File: config.mk
export PLATFORM = sky130hd
export DESIGN_NAME = rs_decode_ctrl
export DESIGN_NICKNAME = d
export VERILOG_FILES = /design/src/rtl/rs_gf8_pkg.sv /design/src/rtl/gf8_mul.sv /design/src/rtl/rs_decode_ctrl.sv
export SDC_FILE = /design/constraint.sdc
export NUM_CORES = 1
export LEC_CHECK = 0
export BUFFER_PORTS_ARGS = -buffer_cell sky130_fd_sc_hd__buf_2
export CORE_ASPECT_RATIO = 1.1
export CORE_MARGIN = 4
export CORE_UTILIZATION = 30
export CTS_CLUSTER_SIZE = 20
export DETAILED_ROUTE_END_ITERATION = 8
export HOLD_SLACK_MARGIN = 0.02
export SLEW_MARGIN = 20
export SYNTH_ARGS = -nofsm -noshare
export SYNTH_HDL_FRONTEND = slang
export SYNTH_SLANG_ARGS = --single-unit
export TNS_END_PERCENT = 50
File: constraint.sdc
create_clock -name clk -period 2 [get_ports clk]
set_clock_uncertainty 0.05 [all_clocks]
set_input_delay 0 -clock clk [delete_from_list [all_inputs] [get_ports clk]]
set_output_delay 0 -clock clk [all_outputs]
set_load 0.1 [all_outputs]
File: src/rtl/rs_gf8_pkg.sv
// GF(8) field constants, lookup tables and controller state encoding for the
// RS(7,3) single-error decoder.
package rs_gf8_pkg;
    localparam int SYM_W = 3;
    localparam int N     = 7;
    localparam int K     = 3;
    localparam int CW_W  = N * SYM_W;
    localparam int MSG_W = K * SYM_W;

    localparam logic [SYM_W:0]   PRIM_POLY = 4'b1011;
    localparam logic [SYM_W-1:0] ALPHA     = 3'b010;
    localparam logic [SYM_W-1:0] ALPHA2    = 3'b100;

    // Tables are packed with index 7 leftmost; log(0) and inv(0) are 0 by definition.
    localparam logic [7:0][SYM_W-1:0] LOG_TBL  = {3'd5, 3'd4, 3'd6, 3'd2, 3'd3, 3'd1, 3'd0, 3'd0};
    localparam logic [7:0][SYM_W-1:0] ALOG_TBL = {3'd1, 3'd5, 3'd7, 3'd6, 3'd3, 3'd4, 3'd2, 3'd1};
    localparam logic [7:0][SYM_W-1:0] INV_TBL  = {3'd4, 3'd3, 3'd2, 3'd7, 3'd6, 3'd5, 3'd1, 3'd0};

    typedef enum logic [2:0] {
        IDLE, SYND, SOLVE0, SOLVE1, SOLVE2, CORR, DONE
    } state_t;
endpackage

File: src/rtl/gf8_mul.sv
// Combinational GF(8) multiplier: carry-less product reduced by the primitive polynomial.
module gf8_mul
    import rs_gf8_pkg::*;
(
    input  logic [SYM_W-1:0] a,
    input  logic [SYM_W-1:0] b,
    output logic [SYM_W-1:0] p
);
    logic [2*SYM_W-2:0] prod;

    always_comb begin
        prod = '0;
        for (int i = 0; i < SYM_W; i++) begin
            if (b[i]) prod = prod ^ ((2*SYM_W-1)'(a) << i);
        end
        // Fold x^4 then x^3 back into the field.
        for (int k = 2*SYM_W-2; k >= SYM_W; k--) begin
            if (prod[k]) prod = prod ^ ((2*SYM_W-1)'(PRIM_POLY) << (k - SYM_W));
        end
        p = prod[SYM_W-1:0];
    end
endmodule

File: src/rtl/rs_decode_ctrl.sv
// RS(7,3) single-error decode sequencer: serial syndromes, one shared GF(8)
// multiplier for the locator/magnitude solve, then a registered correction.
module rs_decode_ctrl
    import rs_gf8_pkg::*;
(
    input  logic              clk,
    input  logic              reset,
    input  logic              in_valid,
    output logic              in_ready,
    input  logic [CW_W-1:0]   in_codeword,
    output logic              out_valid,
    input  logic              out_ready,
    output logic [MSG_W-1:0]  out_decoded,
    output logic [CW_W-1:0]   out_corrected,
    output logic [SYM_W-1:0]  out_err_pos,
    output logic              out_corrected_flag,
    output logic              out_uncorrectable
);
    state_t           state;
    logic [CW_W-1:0]  cw;
    logic [SYM_W-1:0] s1, s2, m, x1, y1;
    logic [2:0]       cnt;

    logic [SYM_W-1:0] sym, s1_alpha, s2_alpha2;
    logic [SYM_W-1:0] mul_a, mul_b, mul_p;
    logic [SYM_W-1:0] pos;
    logic [CW_W-1:0]  err_vec;

    assign sym = cw[SYM_W*int'(cnt) +: SYM_W];

    // Constant multiplies by alpha and alpha^2, reduced with x^3 = x + 1.
    assign s1_alpha  = {s1[1], s1[0] ^ s1[2], s1[2]};
    assign s2_alpha2 = {s2[2] ^ s2[0], s2[2] ^ s2[1], s2[1]};

    always_comb begin
        mul_a = '0;
        mul_b = '0;
        case (state)
            SOLVE0: begin mul_a = s1; mul_b = s1;           end
            SOLVE1: begin mul_a = s2; mul_b = INV_TBL[s1];  end
            SOLVE2: begin mul_a = m;  mul_b = INV_TBL[s2];  end
            default: ;
        endcase
    end

    gf8_mul u_mul (.a(mul_a), .b(mul_b), .p(mul_p));

    assign pos     = LOG_TBL[x1];
    assign err_vec = {{(CW_W-SYM_W){1'b0}}, y1} << (SYM_W * int'(pos));

    always_ff @(posedge clk or negedge reset) begin
        if (!reset) begin
            state              <= IDLE;
            in_ready           <= 1'b0;
            out_valid          <= 1'b0;
            cw                 <= '0;
            s1                 <= '0;
            s2                 <= '0;
            m                  <= '0;
            x1                 <= '0;
            y1                 <= '0;
            cnt                <= '0;
            out_decoded        <= '0;
            out_corrected      <= '0;
            out_err_pos        <= '0;
            out_corrected_flag <= 1'b0;
            out_uncorrectable  <= 1'b0;
        end else begin
            case (state)
                IDLE: begin
                    if (in_valid && in_ready) begin
                        cw       <= in_codeword;
                        s1       <= '0;
                        s2       <= '0;
                        cnt      <= 3'(N-1);
                        in_ready <= 1'b0;
                        state    <= SYND;
                    end else begin
                        in_ready <= 1'b1;
                    end
                end
                SYND: begin
                    s1  <= s1_alpha ^ sym;
                    s2  <= s2_alpha2 ^ sym;
                    cnt <= cnt - 3'd1;
                    if (cnt == 3'd0) state <= SOLVE0;
                end
                SOLVE0: begin m  <= mul_p; state <= SOLVE1; end
                SOLVE1: begin x1 <= mul_p; state <= SOLVE2; end
                SOLVE2: begin y1 <= mul_p; state <= CORR;   end
                CORR: begin
                    out_valid <= 1'b1;
                    state     <= DONE;
                    if ((s1 == '0) && (s2 == '0)) begin
                        out_corrected      <= cw;
                        out_decoded        <= cw[CW_W-1 -: MSG_W];
                        out_err_pos        <= '0;
                        out_corrected_flag <= 1'b0;
                        out_uncorrectable  <= 1'b0;
                    end else if ((s1 == '0) || (s2 == '0)) begin
                        out_corrected      <= cw;
                        out_decoded        <= cw[CW_W-1 -: MSG_W];
                        out_err_pos        <= '0;
                        out_corrected_flag <= 1'b0;
                        out_uncorrectable  <= 1'b1;
                    end else begin
                        out_corrected      <= cw ^ err_vec;
                        out_decoded        <= cw[CW_W-1 -: MSG_W] ^ err_vec[CW_W-1 -: MSG_W];
                        out_err_pos        <= pos;
                        out_corrected_flag <= 1'b1;
                        out_uncorrectable  <= 1'b0;
                    end
                end
                DONE: begin
                    if (out_ready) begin
                        out_valid <= 1'b0;
                        in_ready  <= 1'b1;
                        state     <= IDLE;
                    end
                end
                default: begin
                    state    <= IDLE;
                    in_ready <= 1'b0;
                end
            endcase
        end
    end
endmodule

==> impl_results.md, run 1 <==
- Status: complete, but fails checks
- Failing checks: negative setup slack
- Die Height: 129 um
- Ys flop type: dfrtp_1
- Standard-cell rows: 43
- Via count: 3,320
- First-pass GRT wire length: 16.7 mm
- Number of distinct library cells after synthesis: 51
- Syn Nets: 443
- DIE WIDTH: 118 um
- Die ar.: 15,100 um^2
- CTS root buf: clkbuf_16
- GRT Residual Overflow: 0
- CP bufs+invs: 2
- Synthesized area: 3970 um^2
- Clk slew on worst S/H paths: 0.06 ns
- Synthesized area per cell: 9.80 um^2
- Slowest cell on the critical path: dfrtp_2
- WP data required: 2.15 ns
- Initial antenna violation count: 0
- Max stage delay on crit path: 0.48 ns
- Worst Hold Class: input port to asynchronous set/reset pin
- H-tree depth: 3
- Dpl hpwl: 7.47 mm
- Highest clock rate: 479 MHz
- Cells after Synth: 405
- Sequence of cells on the critical path: nor3b_4, buf_6, o211ai_1, buf_4, a21oi_4, nor4_4, nor4_4, o21ai_1
- R2r setup slk: -0.09 ns
- Synth Register Bits: 70
- Share of cells above drive strength 1: 41.8%
- Final Hold Fails: 0
- Worst skew pair latency: 0.33 ns
- Rel. slew slack: 55.6%
- Finished Layout Cells: 692
- Worst path most repeated cell: nor4_4
- Area grow syn2layout: 43.2%
- CP Class: register to register
- Post-synth EDFFs: 0
- Vias in the first global route: 3,225
- Combinational family with the most area after synthesis: simple AND/OR/NAND/NOR gates
- DRT antenna net count: 0
- DR WL/cell: 15.4 um
- Via density: 4.80
- Startpoint types: register
- Max FO, Critical Path: 8
- Post-Synth Adder-Cell Area: 4.10%
- CTS tree: done
- Core area: 12,800 um^2
- Yosys Warn Count: 0
- Crit share post-route: 104%
- Crit path time final: 2.09 ns
- Post-synthesis sequential area ratio: 44.1%
- RSZ-0062 raised after global routing: yes
- Final wirelength: 10.7 mm
- Final Slew Violations: 0
- Maxcap violations: 0
- DRC Markers: 0
- Ports: 62
- Mux cell area share after synthesis: 10.4%
- CP top delay family: simple AND/OR/NAND/NOR gates
- Compound-Gate Fraction of Synth Area: 12.4%
- Starting utilization of the core area: 31.0%
- Area share of xor/xnor cells in the synthesized design: 7.06%
- Slack of the critical path: -0.0898 ns
- Clock Path Buffers: 2
- Port Buf Inserts: 61
- Maximum number of pins on one net before global-route repair: 38
- Final Net Count: 567
- Total GRT Usage: 13.7%
- Setup violators final: 13
- Routability congestion estimate: 0.857
- Tightest Pin Transition: 0.667 ns
- Crit path capture type: register
- FFs w/ async S/R, synth: 100%
- CTS Buf Count: 9
- DP Cell Count: 642
- Arr. time, crit path: 2.24 ns
- TritonRoute pass-1 iters: 4
- Clock Sinks: 70
- Post-synthesis simple-gate area fraction: 16.9%
- DR iter-0 viols: 146
per-layer routing:
layer	share of wire (%)	global-route usage [%]
met5	0	0
met4	1.3	4.21
met3	3.8	2.73
met2	50	23.3
met1	45	17.8
kinds of logic (layout without fill, tap and decap cells):
logic type,count (synthesis),count (layout)
flops,70,70
compound gates,80,80
simple gates,136,136
mux,34,34
fa+ha+maj,13,13
xor+xnor,32,32
buf+inv,40,169
other cells,0,1
area by class of cell:
class / count / area [um^2]
well taps: 157 / 196
multi-input cells: 295 / 2340
diodes: 1 / 2.50
inverters: 11 / 43.8
repair buffers: 142 / 1010
clock buffers: 11 / 253
clock inverters: 5 / 81.3
flip-flops and latches: 70 / 1760
fillers: 1164 / 7120
cell usage after synthesis (2+ instances only):
cell	number	area [um^2]
nand2_1	71	267
dfrtp_1	70	1750
o21ai_1	34	170
mux2_2	23	259
xnor2_1	18	158
nor2_1	17	63.8
clkbuf_1	16	60.1
xor2_1	14	123
ha_1	13	163
nand3_1	12	60.1
buf_4	11	82.6
inv_1	11	41.3
a21oi_1	10	50.1
nand2b_1	10	62.6
o21ai_0	10	50.1
nor3b_1	5	37.5
o22ai_1	5	31.3
mux2_1	4	45.0
mux2i_1	4	40.0
nor2b_1	4	25.0
a221o_1	3	30.0
mux4_2	3	67.6
nand3b_1	3	22.5
nor3_1	3	15.0
o31ai_1	3	22.5
o211ai_1	2	15.0
o2bb2ai_2	2	30.0
through the flow:
step / worst slack [ns] / hold WS, ns / TNS [ns] / area (um^2) / utilization, %
after floorplan: -0.0199 / -0.346 / -0.0199 / 4010 / -
after global placement: -0.112 / 0.0133 / -1.41 / 4740 / 37.0
after detailed placement: -0.233 / 0.0218 / -2.70 / 4740 / 37.0
after CTS: -0.0930 / 0.205 / -0.552 / 5450 / 42.5
after global routing: -0.202 / 0.273 / -2.42 / 5680 / 44.4
final: -0.0898 / 0.194 / -0.450 / 5690 / 44.4
registers in the layout, summed over array words and instances, names as in the netlist, 3 cells and up:
register       count
cnt                3
cw                21
m                  3
out_corrected     12
out_decoded        9
out_err_pos        3
s1                 3
s2                 3
state              3
x1                 3
y1                 3
repair_timing:
| item | 4_1_cts | 5_1_grt |
|---|---|---|
| gates resized for setup | 25 | 41 |
| pin swaps | 15 | 21 |
| gates cloned | 0 | 0 |
| endpoints found under the setup margin | 25 | 27 |
| hold buffers | 24 | 0 |
| setup buffers | 3 | 8 |
| hold endpoints to repair | 52 | 0 |
worst paths after layout:
check / start / endpoint / cells after the start
max in group asynchronous: reset / out_decoded[1] / 3
max: state[0] / x1[1] / 8
max reg2reg: state[0] / x1[1] / 8
min reg2reg: out_corrected[8] / out_corrected[8] / 2
min in group clk: in_codeword[4] / cw[4] / 3
min: reset / cw[4] / 2
placed cells by master (no fill, tap or decap), drive strengths merged, types with 3 or more instances in the layout:
cell type / instances
a21oi: 10
dfrtp: 70
mux4: 3
xnor2: 18
nand2: 71
o22ai: 5
buf: 118
nand3b: 4
nand2b: 10
mux2: 27
nor4: 3
o31ai: 3
inv: 11
clkbuf: 11
nor3b: 6
o21ai: 44
nor2b: 4
ha: 13
mux2i: 4
nor3: 3
dlygate4sd3: 24
nand3: 12
a221o: 3
xor2: 14
nor2: 17
Power of run 1 is not shown: default switching activity piles up to over one toggle a cycle in this logic, so the estimate is an artifact.
==> run 2: changes to the inputs <==
- BUFFER_PORTS_ARGS: -buffer_cell sky130_fd_sc_hd__buf_2 -> -buffer_cell sky130_fd_sc_hd__buf_4
- REMOVE_ABC_BUFFERS: unset -> 1
==> run 2 against run 1 <==
The flow still finishes with violations (negative setup slack). Final cell count is 0.87% lower. Maximum frequency is 0.35% higher. Count of clock-buffer cells in the layout stayed put. Register-to-register slack hardly changed. Critical path type unchanged.
==> impl_results.md, run 2 (same netlist as run 1, synthesis figures left out) <==
- Max stage delay on crit path: 0.46 ns
- Failing checks: negative setup slack
- CP endpoint: y1[1]
- Crit path capture type: register
- Number of diodes: 0
- Worst reg-to-reg path cell count: 8
- CTS tree: done
- First-pass GRT wire length: 17.1 mm
- R2r endpoint: y1[1]
- Ports: 62
- Routability congestion estimate: 0.921
- Slack of the critical path: -0.0824 ns
- Max reg flops: 21
- Arr. time, crit path: 2.29 ns
- Highest clock rate: 480 MHz
- Total GRT Usage: 13.8%
- H-tree depth: 3
- Final Hold Fails: 0
- Share of cells above drive strength 1: 41.2%
- DR WL/cell: 14.6 um
- Worst skew pair latency: 0.33 ns
- Worst path most repeated cell: buf_4
- Initial antenna violation count: 0
- WP data required: 2.21 ns
- DR WL met3: 393 um
- Via density: 4.84
- Core area: 12,800 um^2
- Maxcap violations: 0
- Startpoint types: register
- Leading cell type in the layout, fill and taps excluded: buf_4
- Clock Path Buffers: 2
- Slowest cell on the critical path: dfrtp_2
- Port Buf Inserts: 61
- Area grow syn2layout: 43.4%
- Crit share post-route: 104%
- Layout filler cell count: 1,185
- Clock Sinks: 70
- Dpl hpwl: 7.16 mm
- Setup TNS: -0.632 ns
- Rel. slew slack: 59.3%
- CTS root buf: clkbuf_16
- Final Slew Violations: 0
- Starting utilization of the core area: 31.0%
- CP Class: register to register
- RSZ-0062 raised after global routing: yes
- CTS Buf Count: 9
- Final wirelength: 10.0 mm
- Worst Hold Class: input port to asynchronous set/reset pin
- Standard-cell rows: 43
- Met2 wire length: 5.05 mm
- DR iter-0 viols: 174
- DRC Markers: 0
- R2r setup slk: -0.08 ns
- Setup violators final: 12
- Status: complete, but fails checks
- Die ar.: 15,100 um^2
- Commonest non-fill, non-tap cells in the layout: buf_4 (110), dfrtp_1 (69), nand2_1 (63)
- Top routing layer used: met4
- Tightest Pin Transition: 0.610 ns
- Vias in the first global route: 3,414
- TritonRoute pass-1 iters: 4
- FF-to-FF Start: state[0]
- Top reg by flops: cw
- Final Net Count: 565
- GRT Residual Overflow: 0
- DRT antenna net count: 0
- Sequence of cells on the critical path: buf_4, mux2_2, a22oi_2, buf_4, nor2_1, nor4_2, nor4_4, o21ai_1
- Biggest regs: cw (21), out_corrected (12), out_decoded (9)
- Clk slew on worst S/H paths: 0.05 ns
- DIE WIDTH: 118 um
- Crit path time final: 2.08 ns
- Via count: 3,321
- Met1 wire length: 4.37 mm
- Max FO, Critical Path: 7
- CP Launch Point: state[0]
- Maximum number of pins on one net before global-route repair: 51
- Die Height: 129 um
[run 2: changes by cell type in the layout (fill, tap and decap cells not counted), moves of 3 or more]
cell	change
nand2_2	+6
buf_4	+59
buf_2	-61
dfrtp_1	+4
nand2_1	-5
nor2_1	-6
nor2_2	+5
dfrtp_2	-3
[run 2: repair_timing]
action / 4_1_cts / 5_1_grt
endpoints found under the setup margin: 30 / 29
endpoints found under the hold margin: 71 / 0
pin swaps: 15 / 20
buffers inserted: 3 / 0
gates resized for setup: 37 / 34
hold buffers: 24 / 0
[run 2: layout make-up]
type	count	area (um^2)	area share (%)
clock inverter	2	10.0	0.176
multi-input combinational	295	2280	40.1
sequential	70	1750	30.8
clock buffer	11	253	4.44
inverter	11	43.8	0.769
timing repair buffer	140	1150	20.2
tap	157	196	3.45
[run 2: worst min-delay path by stage]
stage | from | end | cells past startpoint
after global routing | reset | cw[15] | 2
final | reset | out_decoded[7] | 2
after CTS | reset | cw[15] | 2
after detailed placement | reset | out_decoded[6] | 1
after floorplan | reset | cnt[0] | 0
after global placement | reset | out_decoded[7] | 1
[run 2: critical path, delay by kind of cell (launching register included)]
| family | cells | cell delay (ns) |
|---|---|---|
| buffers and inverters | 2 | 0.35 |
| muxes | 1 | 0.34 |
| AOI/OAI and AO/OA | 2 | 0.30 |
| and+or+nand+nor | 3 | 0.52 |
| DFF | 1 | 0.46 |
[run 2: per-layer routing]
layer  global-route usage [%]  vias to the layer above
li1                         -                     1631
met1                     16.6                     1607
met2                     24.0                       66
met3                     3.65                       17
met4                     5.17                        0
met5                        0                        -
[run 2: through the flow]
step	instance area [um^2]	hold WS, ns	util, %	worst slack (ns)	std cells
2_1_floorplan	3810	-0.346	-	-0.784	376
4_1_cts	5570	0.207	43.5	-0.0581	686
6_report	5690	0.182	44.4	-0.0824	686
3_3_place_gp	4890	0.00120	38.2	-0.194	647
3_5_place_dp	4890	0.00932	38.2	-0.284	647
5_1_grt	5690	0.248	44.4	-0.209	686
Power of run 2 is left out for the same reason.
